===== src/rtl/gf2m_pkg.sv =====
// Shared GF(2^M) constants, exponentiator state encoding and a polynomial
// sanity check evaluated at elaboration time.
package gf2m_pkg;

    localparam int         GF_M    = 6;
    localparam logic [6:0] GF_POLY = 7'h43;

    typedef enum logic [1:0] {
        IDLE,
        SQR,
        MUL
    } exp_state_t;

    // A usable reduction polynomial has degree exactly m and a nonzero constant term.
    function automatic bit poly_deg_ok(input int m, input logic [32:0] poly);
        return (poly[m] == 1'b1) && (poly[0] == 1'b1) && ((poly >> (m + 1)) == 33'd0);
    endfunction

endpackage


===== src/rtl/gf2m_mul.sv =====
// Combinational GF(2^M) multiplier: carry-less product followed by reduction
// modulo POLY, one partial-product row and one reduction row per bit.
module gf2m_mul
    import gf2m_pkg::*;
#(
    parameter int         M    = GF_M,
    parameter logic [M:0] POLY = GF_POLY
) (
    input  logic [M-1:0] a,
    input  logic [M-1:0] b,
    output logic [M-1:0] p
);

    localparam int            PW       = 2 * M - 1;
    localparam logic [PW-1:0] POLY_EXT = PW'(POLY);

    logic [PW-1:0] a_ext;
    logic [PW-1:0] prod;

    assign a_ext = PW'(a);

    always_comb begin
        prod = '0;
        for (int i = 0; i < M; i++) begin
            if (b[i]) begin
                prod = prod ^ (a_ext << i);
            end
        end
        // Clear the high bits from the top down so each step only touches lower ones.
        for (int i = PW - 1; i >= M; i--) begin
            if (prod[i]) begin
                prod = prod ^ (POLY_EXT << (i - M));
            end
        end
    end

    assign p = prod[M-1:0];

endmodule


===== src/rtl/gf2m_exp_sqm.sv =====
// GF(2^M) exponentiator, ex = base^power, MSB-first square-and-multiply with a
// fixed 2*E_W cycle latency and a single shared field multiplier.
module gf2m_exp_sqm
    import gf2m_pkg::*;
#(
    parameter int         M    = GF_M,
    parameter logic [M:0] POLY = GF_POLY,
    parameter int         E_W  = M
) (
    input  logic           clk,
    input  logic           resetN,
    input  logic           start,
    input  logic [M-1:0]   base,
    input  logic [E_W-1:0] power,
    output logic           busy,
    output logic [M-1:0]   ex,
    output logic           ready_flag
);

    localparam int IDX_W = (E_W > 1) ? $clog2(E_W) : 1;

    if (!poly_deg_ok(M, 33'(POLY)) || M < 2 || M > 16 || E_W < 1 || E_W > 32) begin : g_bad_params
        $error("gf2m_exp_sqm: illegal M/E_W or POLY lacks the x^M or constant term");
    end

    exp_state_t     state;
    logic [M-1:0]   acc;
    logic [M-1:0]   base_q;
    logic [E_W-1:0] pow_q;
    logic [IDX_W-1:0] idx;
    logic [M-1:0]   mul_b;
    logic [M-1:0]   prod;
    logic [M-1:0]   mul_res;

    // Squaring and the conditional multiply never overlap, so one multiplier serves both.
    assign mul_b   = (state == SQR) ? acc : base_q;
    assign mul_res = pow_q[idx] ? prod : acc;

    gf2m_mul #(
        .M    (M),
        .POLY (POLY)
    ) u_mul (
        .a (acc),
        .b (mul_b),
        .p (prod)
    );

    always_ff @(posedge clk or negedge resetN) begin
        if (!resetN) begin
            state      <= IDLE;
            busy       <= 1'b0;
            ready_flag <= 1'b0;
            ex         <= '0;
            acc        <= '0;
            base_q     <= '0;
            pow_q      <= '0;
            idx        <= '0;
        end else begin
            ready_flag <= 1'b0;
            case (state)
                IDLE: begin
                    if (start) begin
                        base_q <= base;
                        pow_q  <= power;
                        acc    <= M'(1);
                        idx    <= IDX_W'(E_W - 1);
                        state  <= SQR;
                        busy   <= 1'b1;
                    end
                end
                SQR: begin
                    acc   <= prod;
                    state <= MUL;
                end
                MUL: begin
                    acc <= mul_res;
                    if (idx == '0) begin
                        ex         <= mul_res;
                        ready_flag <= 1'b1;
                        busy       <= 1'b0;
                        state      <= IDLE;
                    end else begin
                        idx   <= idx - IDX_W'(1);
                        state <= SQR;
                    end
                end
                default: begin
                    state <= IDLE;
                    busy  <= 1'b0;
                end
            endcase
        end
    end

endmodule


===== config.mk =====
export PLATFORM = sky130hd
export DESIGN_NAME = gf2m_exp_sqm
export DESIGN_NICKNAME = d
export VERILOG_FILES = /design/src/rtl/gf2m_pkg.sv /design/src/rtl/gf2m_mul.sv /design/src/rtl/gf2m_exp_sqm.sv
export SDC_FILE = /design/constraint.sdc
export NUM_CORES = 1
export LEC_CHECK = 0
export BUFFER_PORTS_ARGS = -buffer_cell sky130_fd_sc_hd__clkbuf_2
export CAP_MARGIN = 30
export CORE_UTILIZATION = 52
export CTS_CLUSTER_DIAMETER = 80
export DETAILED_ROUTE_END_ITERATION = 12
export GPL_TIMING_DRIVEN = 0
export PLACE_DENSITY_LB_ADDON = 0.05
export SYNTH_ARGS = -nofsm -noshare
export SYNTH_HDL_FRONTEND = slang
export SYNTH_SLANG_ARGS = --single-unit

===== constraint.sdc =====
create_clock -name clk -period 4.1 [get_ports clk]
set_input_delay 0.205 -clock clk [delete_from_list [all_inputs] [get_ports clk]]
set_output_delay 0.205 -clock clk [all_outputs]
set_load 0.005 [all_outputs]

==> out/results.tsv <==
metric	value	unit
worst path required time	4.26	ns
Hold Fails Final Rpt	23	
largest family of logic cells by synthesized area	compound AO/OA/AOI/OAI gates	
Cell Area, Synth	2333	um2
cells after synthesis	268	
worst min path class	in2async	
row cnt	23	
share of layout cells above drive strength 1	21.81	%
fillers	368	
total number of vias	2054	
antenna violations before repair	0	
first-pass GRT wire length	8.838	mm
status	complete, but fails checks	
crit path kind	reg2reg	
post-synthesis simple-gate area fraction	17.96	%
clock root buffer	clkbuf_8	
asr flop ratio synth	100.0	%
largest net degree at the start of global routing	32	
Die Ht	68.99	um
Routed WL per cell	15.58	um
Syn-to-layout area delta	12.44	%
nets@finish	318	
Synth Register Bits	31	
highest clock rate	400.5	MHz
dominant register cell in the synthesized netlist	dfrtp_1	
startpoint class of the critical path	flop	
minimum clock period	2.497	ns
estimated wirelength of the detail-placed design	3.903	mm
grt total ovfl	0	
clock skew	0.009618	ns
Port Buffer Count	22	
DR pass1 iterations	5	
DR iter-0 viols	154	
Skew-Pair Late Insertion Delay	0.28	ns
Syn Nets	289	
CTS Sinks	31	
core area	4144	um2
CP endpoint kind	flop	
post-route design area	2624	um2
Post-Route WL	5.422	mm
total track usage	25.99	%
Avg Cell Area, Syn	8.707	um2
H-Tree Depth	2	
Synth Area in Compound Gates	21.13	%
setup tns final	0	ns
die width	68.99	um
max cap viols	0	
TritonCTS clock tree	yes	
gp weighted congestion	0.8703	
CTS Buf Count	5	
Worst-Margin Slew	0.7687	ns
max_slew headroom	48.75	%
Clock Path Buffers	2	
Worst VDD drop	0.4173	mV
# resized after CTS	0	
Via density	5.902	
Post-CTS Setup Bufs	0	
final setup vio count	0	
placed instance area	2506	um2
hold buffers post-CTS	0	
period utilization	60.91	%
violated checks	negative hold slack	
Post-synth EDFFs	0	
Crit Path Max Fanout	10	
XOR/XNOR share of the synthesized area	8.633	%
Final ANT Viol Nets	0	
DRC violation count after routing	0	
leakage	1.194	nW
I/O pin total	23	
hold slack	-0.01609	ns
critical path arrival	2.66	ns
vias in the first global route	1915	
RSZ-0062 raised after global routing	no	
fin util	63.32	%
post-synthesis sequential area ratio	33.24	%
PD cells	842.0	nW/um2
Clock transition at path regs	0.07	ns
mux contribution to synthesized area	9.437	%
DIE AREA	4760	um2
adder-cell share of the synthesized area	3.217	%
Netlist cell types	58	
ANT cells	0	
Initial Util	56.31	%
max-slew violation count	0	
Synth Warn #	0	
-- sequential cells by signal, indices dropped and copies added (netlist names) --
name / count
acc: 6
base_q: 6
busy: 1
ex: 6
idx: 3
pow_q: 6
ready_flag: 1
state: 2
-- metrics by stage --
stage               power, W  instances  setup slack, ns
detailed placement  0.001876        340            1.605
CTS                 0.002205        348            1.605
global placement    0.001848        340            1.646
global route        0.002399        348            1.461
floorplan           0.001568        268            1.856
finish              0.002209        348            1.603
-- worst paths after layout --
kind,end,from,slack (ns),cells past startpoint
min in group clk,pow_q[5],power[5],0.15,2
worst min-delay path,acc[5],resetN,-0.02,1
worst max-delay path,ex[2],state[1],1.60,10
worst max register to register,ex[2],state[1],1.60,10
worst min register to register,ex[4],ex[4],0.47,2
max in group asynchronous,base_q[5],resetN,3.62,1
-- critical path, stage by stage, from the launching register on --
cell	delay, ns
dfrtp_1	0.38
inv_1	0.09
ha_1	0.24
buf_6	0.15
inv_2	0.13
nor3_1	0.08
or4b_4	0.54
a21o_1	0.21
a211o_1	0.27
a31oi_1	0.21
o21ai_1	0.08
-- logic make-up (layout without fill, tap and decap cells) --
kind of cell | Yosys count | after routing
mux | 19 | 19
buf+inv | 30 | 60
fa+ha+maj | 6 | 6
xor+xnor | 19 | 19
compound gates | 74 | 74
flops | 31 | 31
simple gates | 89 | 89
-- synthesized netlist by cell type, types with 2 or more instances --
cell type	count	area share, %
nand4_1	2	0.54
nor3_1	2	0.43
and2_1	2	0.54
a22o_1	3	1.1
inv_1	10	1.6
o311ai_1	2	0.75
nand2b_1	4	1.1
xor2_1	3	1.1
o211a_1	2	0.86
a31oi_1	4	1.1
nor2_1	10	1.6
nor2b_1	2	0.54
a211oi_1	6	1.9
o211ai_1	2	0.64
buf_6	3	1.4
nand3_1	8	1.7
mux2i_1	4	1.7
nor4b_1	2	0.75
buf_1	2	0.32
a21o_1	3	0.97
xnor3_1	2	1.9
o22ai_1	3	0.80
mux2_2	14	6.8
nand2_1	49	7.9
ha_1	6	3.2
o31ai_1	2	0.64
xnor2_1	13	4.9
o21ai_0	17	3.6
dfrtp_1	31	33
buf_2	8	1.7
o21a_1	2	0.64
a22oi_1	2	0.64
clkbuf_1	5	0.80
a21oi_1	14	3.0
-- layout by cell type (no fill, tap or decap), types with 8 or more instances in the layout --
master and instances:
nand2_1 49, dfrtp_1 31, clkbuf_2 22, o21ai_0 17, a21oi_1 14, mux2_2 14
xnor2_1 13, inv_1 10, nor2_1 10, nand3_1 8, buf_2 8
-- final cells by class --
| class | count | area [um2] | share of cell area [%] |
|---|---|---|---|
| multi-input cells | 207 | 1409 | 53.70 |
| flip-flops and latches | 31 | 775.7 | 29.57 |
| repair buffers | 22 | 110.1 | 4.196 |
| plain buffers | 19 | 107.6 | 4.101 |
| clock buffers | 6 | 82.58 | 3.147 |
| well taps | 50 | 62.56 | 2.384 |
| inverters | 11 | 41.29 | 1.574 |
| clock inverters | 2 | 35.03 | 1.335 |
-- routing by layer --
metal / part of all wire [%] / global-route usage (%) / up-vias
li1: - / - / 1001
met2: 46 / 39.32 / 74
met4: 2.8 / 12.24 / 0
met3: 6.3 / 4.934 / 14
met1: 45 / 35.48 / 965
met5: 0 / 0 / -
-- power breakdown --
group          leakage [nW]  switching (W)  internal [W]
clock network        0.0612       0.000123      0.000197
registers             0.383      0.0000962      0.000432
logic                 0.751       0.000780      0.000582
total                  1.19       0.000999       0.00121
Power figures use the tool's default switching activity.
